## src/rtl/psum_column_drain.sv

```systemverilog
// psum_column_drain: reader at the bottom of one systolic PE column.
// On start it shifts the column's partial sums down the in_sum/out_sum chain,
// captures each value leaving the bottom PE into a small first-word-fall-through
// FIFO, and presents the captured sums on a valid/ready stream, bottom row first.
// Optional feature macro: PSUM_DRAIN_TAG_EN adds the m_tag port (row index per value).
module psum_column_drain #(
    parameter int DATA_WIDTH = 19,
    parameter int ROWS       = 4,
    parameter int FIFO_DEPTH = 4,
    localparam int TAG_W     = (ROWS > 1) ? $clog2(ROWS) : 1
) (
    input  logic                    clk,
    input  logic                    rst,
    input  logic                    start,
    output logic                    busy,
    output logic                    done,
    output logic                    col_w_en,
    output logic [2*DATA_WIDTH-1:0] col_sum_top,
    input  logic [2*DATA_WIDTH-1:0] col_sum_tail,
    output logic                    m_valid,
    input  logic                    m_ready,
    output logic [2*DATA_WIDTH-1:0] m_data
`ifdef PSUM_DRAIN_TAG_EN
    ,
    output logic [TAG_W-1:0]        m_tag
`endif
);

    localparam int SW    = 2 * DATA_WIDTH;
    localparam int PTR_W = $clog2(FIFO_DEPTH);
    localparam int CNT_W = PTR_W + 1;

    typedef enum logic [1:0] {
        S_IDLE  = 2'd0,
        S_DRAIN = 2'd1,
        S_FLUSH = 2'd2
    } state_t;

    state_t             state_q, state_d;
    logic               busy_q, busy_d;
    logic               done_q, done_d;
    logic [TAG_W-1:0]   cap_cnt_q, cap_cnt_d;
    logic [CNT_W-1:0]   count_q, count_d;
    logic [PTR_W-1:0]   wr_ptr_q, wr_ptr_d;
    logic [PTR_W-1:0]   rd_ptr_q, rd_ptr_d;
    logic [SW-1:0]      data_mem [FIFO_DEPTH];

    logic               fifo_full;
    logic               fifo_empty;
    logic               push;
    logic               pop;
    logic [TAG_W-1:0]   cur_tag;

    assign fifo_full   = (count_q == CNT_W'(FIFO_DEPTH));
    assign fifo_empty  = (count_q == '0);
    // The shift enable doubles as the capture strobe: the tail value present
    // before the shift is the one pushed. Held low while in reset.
    assign col_w_en    = !rst && (state_q == S_DRAIN) && !fifo_full;
    assign push        = col_w_en;
    assign pop         = !fifo_empty && m_ready;
    assign cur_tag     = TAG_W'(ROWS - 1) - cap_cnt_q;

    assign col_sum_top = '0;
    assign busy        = busy_q;
    assign done        = done_q;
    assign m_valid     = !fifo_empty;
    assign m_data      = data_mem[rd_ptr_q];

    // Next-state logic for the drain sequencer and FIFO bookkeeping.
    always_comb begin
        state_d   = state_q;
        busy_d    = busy_q;
        done_d    = 1'b0;
        cap_cnt_d = cap_cnt_q;
        wr_ptr_d  = push ? wr_ptr_q + 1'b1 : wr_ptr_q;
        rd_ptr_d  = pop  ? rd_ptr_q + 1'b1 : rd_ptr_q;
        count_d   = count_q + CNT_W'(push) - CNT_W'(pop);
        case (state_q)
            S_IDLE: begin
                if (start) begin
                    state_d   = S_DRAIN;
                    busy_d    = 1'b1;
                    cap_cnt_d = '0;
                end
            end
            S_DRAIN: begin
                if (push) begin
                    cap_cnt_d = cap_cnt_q + 1'b1;
                    if (cap_cnt_q == TAG_W'(ROWS - 1)) begin
                        state_d = S_FLUSH;
                    end
                end
            end
            S_FLUSH: begin
                // No pushes happen here, so a pop of the last entry empties it.
                if (pop && (count_q == CNT_W'(1))) begin
                    state_d = S_IDLE;
                    busy_d  = 1'b0;
                    done_d  = 1'b1;
                end
            end
            default: begin
                state_d = S_IDLE;
                busy_d  = 1'b0;
            end
        endcase
    end

    // Sequencer state, registered status outputs and FIFO pointers.
    always_ff @(posedge clk) begin
        if (rst) begin
            state_q   <= S_IDLE;
            busy_q    <= 1'b0;
            done_q    <= 1'b0;
            cap_cnt_q <= '0;
            count_q   <= '0;
            wr_ptr_q  <= '0;
            rd_ptr_q  <= '0;
        end else begin
            state_q   <= state_d;
            busy_q    <= busy_d;
            done_q    <= done_d;
            cap_cnt_q <= cap_cnt_d;
            count_q   <= count_d;
            wr_ptr_q  <= wr_ptr_d;
            rd_ptr_q  <= rd_ptr_d;
        end
    end

    // Capture storage; contents are don't-care until the count marks them valid.
    always_ff @(posedge clk) begin
        if (push) begin
            data_mem[wr_ptr_q] <= col_sum_tail;
        end
    end

`ifdef PSUM_DRAIN_TAG_EN
    logic [TAG_W-1:0] tag_mem [FIFO_DEPTH];

    // Row index stored alongside each captured sum.
    always_ff @(posedge clk) begin
        if (push) begin
            tag_mem[wr_ptr_q] <= cur_tag;
        end
    end

    assign m_tag = tag_mem[rd_ptr_q];
`else
    logic unused_tag;
    assign unused_tag = ^cur_tag;
`endif

endmodule
```

## config.mk

```make
export PLATFORM = sky130hd
export DESIGN_NAME = psum_column_drain
export DESIGN_NICKNAME = d
export VERILOG_FILES = /design/src/rtl/psum_column_drain.sv
export SDC_FILE = /design/constraint.sdc
export NUM_CORES = 1
export LEC_CHECK = 0
export ABC_AREA = 1
export CAP_MARGIN = 30
export CORE_AREA = 2 2 110 112
export CTS_BUF_LIST = sky130_fd_sc_hd__clkbuf_4
export DETAILED_ROUTE_END_ITERATION = 6
export DIE_AREA = 0 0 112 114
export PLACE_DENSITY = 0.92
export RECOVER_POWER = 100
export SLEW_MARGIN = 25
export SYNTH_ARGS = -nofsm -noshare
export SYNTH_HDL_FRONTEND = slang
export SYNTH_SLANG_ARGS = --single-unit
```

## constraint.sdc

```tcl
create_clock -name clk -period 6.9 [get_ports clk]
set_input_delay 1.725 -clock clk [delete_from_list [all_inputs] [get_ports clk]]
set_output_delay 1.725 -clock clk [all_outputs]
set_load 0.005 [all_outputs]
```

Word-level counts from Yosys, hierarchy flattened
Memory sizes are Yosys's and may differ from the RTL's. A register that Yosys moved wholly into a read port is not among the register bits.
Cells that the tools add are included.
{ "word_totals": {"n_memories": 1, "out_inout_bits": 80, "register_bits": 13, "mem_bits_rw": 152, "input_bits": 42} }
{ "memory_table": {"columns": ["name", "depth", "width", "rd", "rd_ports_with_merged_regs", "wr", "line", "source"], "rows": [
  ["data_mem", 4, 38, 1, 1, 1, "46", "logic [SW-1:0] data_mem [FIFO_DEPTH];"]
]} }
{ "op_classes": {"n_eq_ne": 9, "n_reduce_logical": 14, "addsub": 5, "bitwise": 2, "muxes": 16} }
{ "ops": {"columns": ["operator", "n"], "rows": [
  ["2-bit two-way mux", 8],
  ["2-bit by 1-bit adder with 2-bit output (second input constant)", 3],
  ["2-bit != test (second input constant)", 3],
  ["2-bit one-hot mux with 3 select lines", 1],
  ["3-bit AND reduction", 2],
  ["1-bit two-way mux", 5],
  ["2-bit == test (second input constant)", 2],
  ["1-bit logical AND", 4],
  ["2-bit one-hot mux with 2 select lines", 1],
  ["4-bit AND reduction", 1],
  ["3-bit by 1-bit adder with 3-bit output", 1],
  ["3-bit by 1-bit == test with 1-bit output (second input constant)", 1],
  ["3-bit == test (second input constant)", 1],
  ["1-bit zero test", 3],
  ["3-bit zero test", 1],
  ["1-bit one-hot mux with 3 select lines", 1],
  ["3-bit by 1-bit subtractor with 3-bit output", 1],
  ["2-bit by 1-bit == test with 1-bit output (second input constant)", 1],
  ["2-bit zero test", 1],
  ["2-bit by 1-bit != test with 1-bit output (second input constant)", 1],
  ["1-bit inverter", 2],
  ["2-bit nonzero test", 1],
  ["2-bit OR reduction", 1]
]} }

Longest topological paths before layout
Gate-level depths: netlist of run 1.
{ "logic_depth": {"ltp_word": 6, "depth_mapped": 12} }

Least setup slack after synthesis of run 1
No wires, ideal clock.
{ "synth_timing": {"path_type": "in2reg", "start": "input port rst", "end": "memory data_mem[0][0] (netlist bit), enable pin", "arrival_time_ns": 3.654, "path_buffers": 1, "path_slack_ns": 2.812, "cell_stages": 4, "required_ns": 6.466, "setup_ns": 0.434, "path_cell_list": "nor2_2 -> nand2_2 -> buf_6 -> nor2_1"} }
{ "synth_between": {"elab_chain_cells": 5} }
{ "synth_rtl": {"columns": ["element", "line", "source"], "rows": [
  ["start: declaration", "13", "input logic rst,"],
  ["1-bit zero test", "58", "assign col_w_en = !rst && (state_q == S_DRAIN) && !fifo_full;"],
  ["1-bit logical AND (2 in series)", "58", null],
  ["1-bit two-way mux", "132", "if (push) begin"],
  ["1-bit two-way mux (implied by the code)", "133", "data_mem[wr_ptr_q] <= col_sum_tail;"],
  ["end: declaration", "46", null]
]} }
No other way between the ends.

Worst setup path in the final report of run 1
{ "layout_timing": {"start": "input port rst", "end": "output port col_w_en"} }
{ "layout_between": {"elab_chain_cells": 3} }
{ "layout_rtl": {"columns": ["element", "line", "source"], "rows": [
  ["1-bit zero test", "58", null],
  ["1-bit logical AND (2 in series)", "58", null],
  ["end: declaration", "17", "output logic col_w_en,"]
]} }
No other way between the ends.

==> results of run 1 <==
==> area by class of cell <==
class                      count  area (um2)  share of cell area (%)
sequential                   167        4860                    63.4
multi-input combinational    291        1410                    18.3
timing repair buffer          90         866                    11.3
tap                          147         184                    2.40
clock buffer                  19         143                    1.86
clock inverter                10         131                    1.71
inverter                      19        73.8                   0.962
antenna                        2        5.00                  0.0652
==> cell usage after synthesis <==
cell | n | area share, %
a21oi_1 | 6 | 0.45
buf_2 | 5 | 0.38
buf_4 | 45 | 5.1
buf_6 | 1 | 0.17
clkbuf_1 | 12 | 0.68
conb_1 | 1 | 0.057
dfxtp_1 | 15 | 4.5
edfxtp_1 | 152 | 69
fa_1 | 1 | 0.30
ha_1 | 7 | 1.3
inv_1 | 19 | 1.1
nand2_1 | 15 | 0.85
nand2_2 | 2 | 0.19
nand3_1 | 4 | 0.30
nand3b_2 | 1 | 0.17
nor2_1 | 92 | 5.2
nor2_2 | 1 | 0.094
nor4_1 | 1 | 0.094
o21ai_0 | 73 | 5.5
o21ai_1 | 9 | 0.68
o22ai_1 | 39 | 3.7
xnor2_1 | 1 | 0.13
xor2_1 | 1 | 0.13
==> flip-flops by register name, indices dropped and copies added (netlist names), named ones only <==
name / count
busy: 1
rd_ptr_q: 2
count_q: 3
state_q: 2
cap_cnt_q: 2
done: 1
data_mem: 152
wr_ptr_q: 2
==> power by group through the flow <==
stage               Combinational [mW]  Clock [mW]  Sequential, mW
finish                           0.603       0.552            1.17
floorplan                        0.342           0            1.19
CTS                              0.653       0.561            1.17
detailed placement               0.649           0            1.19
global placement                 0.618           0            1.19
global route                     0.669       0.600            1.18
==> routing by layer <==
layer / vias up / wire (um) / GRT usage, %
met4: 0 / 238 / 9.11
met1: 2011 / 5040 / 24.6
met2: 207 / 6650 / 35.0
met3: 22 / 993 / 5.63
met5: - / 0 / 0
li1: 1912 / - / -
==> worst max-delay path, cell delays in order <==
cell,delay [ns]
dlygate4sd3_1,0.64
nor2_1,0.18
nand2_1,0.26
inv_1,0.22
dlygate4sd3_1,0.59
==> cells by family after synthesis <==
group | Yosys count | synth area share, %
compound gates | 127 | 10.3
fa+ha+maj | 8 | 1.62
other cells | 1 | 0.0566
simple gates | 116 | 6.91
buf+inv | 82 | 7.40
flops | 167 | 73.4
xor+xnor | 2 | 0.264
==> per-stage QoR <==
| stage | power (mW) | worst slack [ns] | utilization, % |
|---|---|---|---|
| floorplan | 1.53 | 2.81 | - |
| global placement | 1.81 | 1.82 | 63.6 |
| detailed placement | 1.84 | 1.76 | 63.6 |
| CTS | 2.39 | 1.74 | 65.9 |
| global route | 2.44 | 1.46 | 65.5 |
| finish | 2.33 | 1.56 | 65.5 |
==> how the worst max path moves through the flow <==
| stage | from | to | cells past startpoint |
|---|---|---|---|
| 2_1_floorplan | rst | data_mem[0][0] | 4 |
| 4_1_cts | rst | col_w_en | 5 |
| 3_3_place_gp | rst | col_w_en | 5 |
| 5_1_grt | rst | col_w_en | 5 |
| 3_5_place_dp | rst | col_w_en | 5 |
| 6_report | rst | col_w_en | 5 |
==> reports/results.ini, run 1 <==
[yosys]
syn_area_mm2=0.00663
synth.distinct_cells=23
syn_avg_cell_area_um2=13.2
ys_seq_area_share_pct=73.4
synth_warnings=0
syn_inst=503
ys_seq_elements=167

[power]
leakage_nw=2.68
p_per_area_mw_per_mm2=303
power_frac_clock_pct=23.7
seqPwrFrac_pct=50.4
p_sw_uw=662
p_int_mw=1.66
pwr-share-comb_pct=25.9
ir_drop_uv=203
p_sw_share_pct=28.5

[grt]
grt_pass1_vias=4096
grt-ovfl-total=0
grt_util_all_layers_pct=20.5
grt_pass1_wl_um=19900
antenna_found_initial=2
grt_max_degree=77

[die]
fp.dieH_um=114
num_rows=40
dieArea_mm2=0.0128
design.core.area_mm2=0.0117
start_util_pct=56.6
dieWidth_um=112
pin_count=122

[cts]
clock_path_buffers=2
cts_hold_buf=0
numCtsBuffers=17
cts_tree=done
clkLatencyLatePin_ns=0.55
cts_max_level=4
post_cts_resized=0
root_buffer=clkbuf_4
cts.sinks=167
clk_pin_slew_ns=0.12
cts_setup_buffers=0

[timing]
final.min_clock_period_ns=5.34
grt_setup_unrepaired=no
fin_crit_sh_pct=77.3
maxSlewHeadroom_pct=-20.2
fin_skew_ns=0.0118
fin_setup_tns_ns=0
fmax_mhz=187
hold_ws_ns=0.495
worst-slew-pin-transition_ns=1.80
slew_violations=80
setup_viol=0
hold_viol_final=0

[setup_path]
critPathCaptureType=output port
worst-r2r-cell-count=6
cp.arrival_ns=3.61
crit_path_start_kind=input pin
setup.worst_path.class=in2out
reg2reg_slack_ns=3.11
worstPathMaxFanout=12
r2r-start=state_q[1]
required_ns=5.18
reg2reg_to=data_mem[0][14]

[detailed_routing]
avgRoutedWirePerCell_um=17.4
vias=4152
ant_nets=0
remaining_drc_errors=0
drtIter0Drc=366
avgViaCountPerCell=5.57
wl_um=12900
drtPass1Iterations=4

[finish]
num-nets-final=636
fillerInstances=828
drive_gt1_share_pct=5.87
fin_cells=745
layout_commonest_cell=edfxtp_1
final_cell_mix=edfxtp_1 (152), nor2_1 (93), dlygate4sd3_1 (77), o21ai_0 (75), o22ai_1 (39)
syn_to_final_growth_pct=15.8
finish.instance_area_mm2=0.00767

[min_path]
holdPathEnd=busy
holdPathStages=2
hp-start=busy
hp-class=reg2reg

[placement]
gp_congestion=0.794
dpl_cell_area_mm2=0.00745
dp_cells=714
port_buffers=83
hpwl_um=7660

[run]
cap_viol_max_count=4

[outcome]
outcome=finished with violations
failed_checks=max-capacitance violations, max-slew violations

Note: power is estimated with default switching activity, not from simulation.
==> inputs of run 2 (changes only) <==
--- a/config.mk
+++ b/config.mk
@@ -7,11 +7,11 @@
 export LEC_CHECK = 0
 export ABC_AREA = 1
 export CAP_MARGIN = 30
-export CORE_AREA = 2 2 110 112
+export CORE_AREA = 2 2 114 116
 export CTS_BUF_LIST = sky130_fd_sc_hd__clkbuf_4
 export DETAILED_ROUTE_END_ITERATION = 6
-export DIE_AREA = 0 0 112 114
-export PLACE_DENSITY = 0.92
+export DIE_AREA = 0 0 116 118
+export PLACE_DENSITY = 0.87
 export RECOVER_POWER = 100
 export SLEW_MARGIN = 25
 export SYNTH_ARGS = -nofsm -noshare
==> constraint.sdc (replaced) <==
create_clock -name clk -period 5.5 [get_ports clk]
set_input_delay 1.375 -clock clk [delete_from_list [all_inputs] [get_ports clk]]
set_output_delay 1.375 -clock clk [all_outputs]
set_load 0.005 [all_outputs]
==> reports/results.ini, run 2 (synthesis gave the netlist of run 1 again) <==
[setup_path]
critPathMaxStageDelay_ns=1.43
cp_num_cells=5
cpMaxStageDelayCell=nor2_1
path_delay_family=simple AND/OR/NAND/NOR gates
required_ns=5.63
crit_buf_inv=2
reg2reg_slack_ns=1.83
critPathCaptureType=flip-flop
startpoint=rst
setup.worst_path.class=in2reg
reg2reg_to=data_mem[1][10]
crit_chain=dlygate4sd3_1 -> nor2_2 -> nand2_1 -> nor2_1 -> clkbuf_1
crit_path_start_kind=input pin
r2r-start=state_q[1]
worstPathMaxFanout=20
cp.arrival_ns=4.82
worst-r2r-cell-count=6
endpoint=data_mem[1][10]

[cts]
cts.sinks=167
clock_path_buffers=2
post_cts_resized=0
cts_hold_buf=0
cts_tree=done
cts_setup_buffers=0
cts_max_level=4
clk_pin_slew_ns=0.13
root_buffer=clkbuf_4
clkLatencyLatePin_ns=0.51
numCtsBuffers=17

[die]
dieWidth_um=116
start_util_pct=53.4
num_rows=41
dieArea_mm2=0.0137
design.core.area_mm2=0.0124
pin_count=122
fp.dieH_um=118

[min_path]
hp-class=reg2reg
holdPathStages=2
hp-start=rd_ptr_q[0]

[timing]
fin_crit_sh_pct=85.2
fin_skew_ns=0.0155
hold_viol_final=0
fmax_mhz=213
worst-slew-pin-transition_ns=1.84
grt_setup_unrepaired=no
final.min_clock_period_ns=4.69
fin_setup_tns_ns=0
slew_violations=75
setup_viol=0
maxSlewHeadroom_pct=-22.9

[finish]
final_core_util_pct=62.3
fillerInstances=938
largest_reg_flops=152
drive_gt1_share_pct=6.35
max_flop_register=data_mem
syn_to_final_growth_pct=16.7
num-nets-final=635
final_cell_mix=edfxtp_1 (152), nor2_1 (92), dlygate4sd3_1 (77), o21ai_0 (76), o22ai_1 (39)
layout_commonest_cell=edfxtp_1
reg_top3=data_mem x152, count_q x3

[detailed_routing]
drtPass1Iterations=5
avgViaCountPerCell=5.32
avgRoutedWirePerCell_um=16.4
dr_wl_met3_um=842
wl_um=12600
ant_nets=0
remaining_drc_errors=0
routed-wl-met2_um=6280
routed.top_layer=met5
drt-met1-wl_um=5350
drtIter0Drc=293
vias=4106

[placement]
gp_congestion=0.777
hpwl_um=7500
port_buffers=83

[run]
cap_viol_max_count=4

[power]
p_per_area_mw_per_mm2=382
ir_drop_uv=243
leakage_nw=2.69

[grt]
grt-ovfl-total=0
grt_pass1_wl_um=19900
grt_util_all_layers_pct=19.1
antenna_found_initial=2
grt_pass1_vias=3965
grt_max_degree=77

[outcome]
outcome=finished with violations
failed_checks=max-capacitance violations, max-slew violations

[run 2: cell types whose count changed in the layout (fill, tap and decap cells not counted), sizes merged]
cell | previous run | this run
clkinvlp | 1 | 2
clkbuf | 24 | 21
clkinv | 5 | 6
inv | 20 | 23
[run 2: power by group]
| part | total, mW | switching, mW | internal [mW] |
|---|---|---|---|
| clock network | 0.735 | 0.416 | 0.319 |
| registers | 1.47 | 0.0251 | 1.44 |
| logic | 0.754 | 0.426 | 0.328 |
[run 2: through the flow]
step                      instances  power (mW)  instance area, um2  hold WS, ns  setup WS (ns)
after floorplan                 540        1.92                6770        0.458           1.76
after global placement          738        2.28                7470        0.476           1.12
after detailed placement        738        2.31                7470        0.491           1.10
after CTS                       770        3.03                7770        0.513           1.09
after global routing            770        3.11                7730        0.551          0.566
final                           772        2.96                7730        0.512          0.814
[run 2: worst reg2reg max path: stages (launching register included)]
cell and delay [ns]:
dfxtp_1 0.35, inv_1 0.12, nand2_2 0.08, nor2_2 0.09, nand2_1 0.22, nor2_1 1.43, clkbuf_1 0.98
[run 2: how the worst min path moves through the flow]
| stage | slack (ns) | end |
|---|---|---|
| finish | 0.51 | flip-flop |
| global route | 0.55 | cap_cnt_q[1] |
| CTS | 0.51 | flip-flop |
| detailed placement | 0.49 | flip-flop |
| global placement | 0.48 | busy |
| floorplan | 0.46 | cap_cnt_q[1] |
[run 2: layout make-up]
cell class	count	area (um2)	area share, %
clock inverters	15	176	2.28
inverters	19	73.8	0.955
flip-flops and latches	167	4870	62.9
well taps	172	215	2.78
diodes	2	5.00	0.0647
repair buffers	89	861	11.1
multi-input cells	291	1410	18.2
clock buffers	17	128	1.65
[run 2: layer usage]
metal	GRT usage (%)	up-vias
met2	30.8	159
met4	6.99	2
met3	5.51	17
met5	0	-
li1	-	1911
met1	24.5	2017
==> inputs of run 3 (changes only) <==
==> constraint.sdc (replaced) <==
create_clock -name clk -period 5.5 [get_ports clk]
set_input_delay 1.1 -clock clk [delete_from_list [all_inputs] [get_ports clk]]
set_output_delay 1.1 -clock clk [all_outputs]
set_load 0.005 [all_outputs]
==> reports/results.ini, run 3 (synthesis gave the netlist of run 1 again) <==
[timing]
setup_viol=0
fin_crit_sh_pct=81.1
worst-slew-pin-transition_ns=1.90
hold_ws_ns=0.500
fmax_mhz=224
grt_setup_unrepaired=no
fin_skew_ns=0.0156
hold_viol_final=0
maxSlewHeadroom_pct=-27.0
fin_setup_tns_ns=0
final.min_clock_period_ns=4.46
slew_violations=84

[setup_path]
critPathMaxStageDelay_ns=1.47
cp.arrival_ns=4.60
worstPathMaxFanout=20
setup.worst_path.class=in2reg
required_ns=5.64
cpMaxStageDelayCell=nor2_1
crit_path_start_kind=input pin
critPathCaptureType=flip-flop
worst-r2r-cell-count=6
crit_chain=dlygate4sd3_1 -> nor2_2 -> nand2_1 -> nor2_1 -> clkbuf_1

[cts]
clk_pin_slew_ns=0.11
cts_hold_buf=0
cts_setup_buffers=0
cts.sinks=167
clkLatencyLatePin_ns=0.52
post_cts_resized=0
clock_path_buffers=2
root_buffer=clkbuf_4
cts_tree=done
cts_max_level=4
numCtsBuffers=17

[die]
design.core.area_mm2=0.0124
num_rows=41
fp.dieH_um=118
pin_count=122
dieArea_mm2=0.0137
dieWidth_um=116
start_util_pct=53.4

[detailed_routing]
remaining_drc_errors=0
drtPass1Iterations=5
avgViaCountPerCell=5.27
vias=4066
avgRoutedWirePerCell_um=16.2
drtIter0Drc=303
wl_um=12500
ant_nets=0

[finish]
layout_commonest_cell=edfxtp_1
multiInputGateArea_mm2=0.00141
reg_top3=data_mem x152, count_q x3
max_flop_register=data_mem
drive_gt1_share_pct=6.03
largest_reg_flops=152
fillerInstances=909
final_cell_mix=edfxtp_1 (152), nor2_1 (92), dlygate4sd3_1 (77), o21ai_0 (76), o22ai_1 (39)
num-nets-final=635
syn_to_final_growth_pct=16.5
seq_area_mm2=0.00487

[grt]
grt-ovfl-total=0
grt_pass1_vias=3892
grt_util_all_layers_pct=18.6
grt_pass1_wl_um=19200
antenna_found_initial=4
grt_max_degree=77

[placement]
port_buffers=83
hpwl_um=7440
gp_congestion=0.798

[power]
leakage_nw=2.68
p_per_area_mw_per_mm2=378
ir_drop_uv=232
power_mw=2.92

[outcome]
failed_checks=max-capacitance violations, max-slew violations
outcome=finished with violations

[min_path]
hp-class=reg2reg
holdPathStages=2

[run]
cap_viol_max_count=4

==> run 3: changes by cell type in the layout (fill, tap and decap cells not counted) <==
cell / before / now
clkinvlp_4: 2 / 3
inv_6: 4 / 0
diode_2: 2 / 3
clkinv_1: 1 / 2
clkinv_2: 3 / 2
clkinv_4: 2 / 0
clkbuf_4: 17 / 21
==> run 3: worst max-delay path: cells and delay by family <==
family | cells | cell delay [ns]
buf+inv | 2 | 1.62
simple gates | 3 | 1.85
==> run 3: routing by layer <==
layer | global-route usage, % | wire (um)
met1 | 23.4 | 5050
met2 | 29.6 | 6300
met3 | 5.66 | 928
met4 | 8.56 | 188
met5 | 0 | 11
==> run 3: area by class of cell <==
cell class	instances	share of cell area [%]
Antenna cell	3	0.0973
Clock buffer	21	2.04
Clock inverter	10	1.69
Inverter	19	0.956
Multi-Input combinational cell	291	18.2
Sequential cell	167	63.0
Tap cell	172	2.79
Timing Repair Buffer	89	11.2
==> run 3: stage by stage <==
step / utilization (%) / setup WS [ns] / instances / instance area, um2
6_report: 62.2 / 1.04 / 772 / 7720
3_5_place_dp: 60.2 / 1.64 / 738 / 7470
2_1_floorplan: - / 2.04 / 540 / 6770
4_1_cts: 62.5 / 1.62 / 769 / 7760
3_3_place_gp: 60.2 / 1.67 / 738 / 7470
5_1_grt: 62.2 / 0.791 / 772 / 7720
==> run 3: worst paths after layout <==
path                startpoint              to  slack [ns]
setup / recovery           rst  data_mem[2][9]        1.04
hold / removal    cap_cnt_q[1]    cap_cnt_q[1]        0.50
setup reg to reg    state_q[1]  data_mem[2][9]        1.78
hold reg to reg   cap_cnt_q[1]    cap_cnt_q[1]        0.50
==> run 3: power by group <==
| group | internal [mW] | leakage (nW) | switching (mW) |
|---|---|---|---|
| Sequential | 1.44 | 1.50 | 0.0252 |
| Clock | 0.328 | 0.150 | 0.375 |
| Combinational | 0.327 | 1.03 | 0.420 |
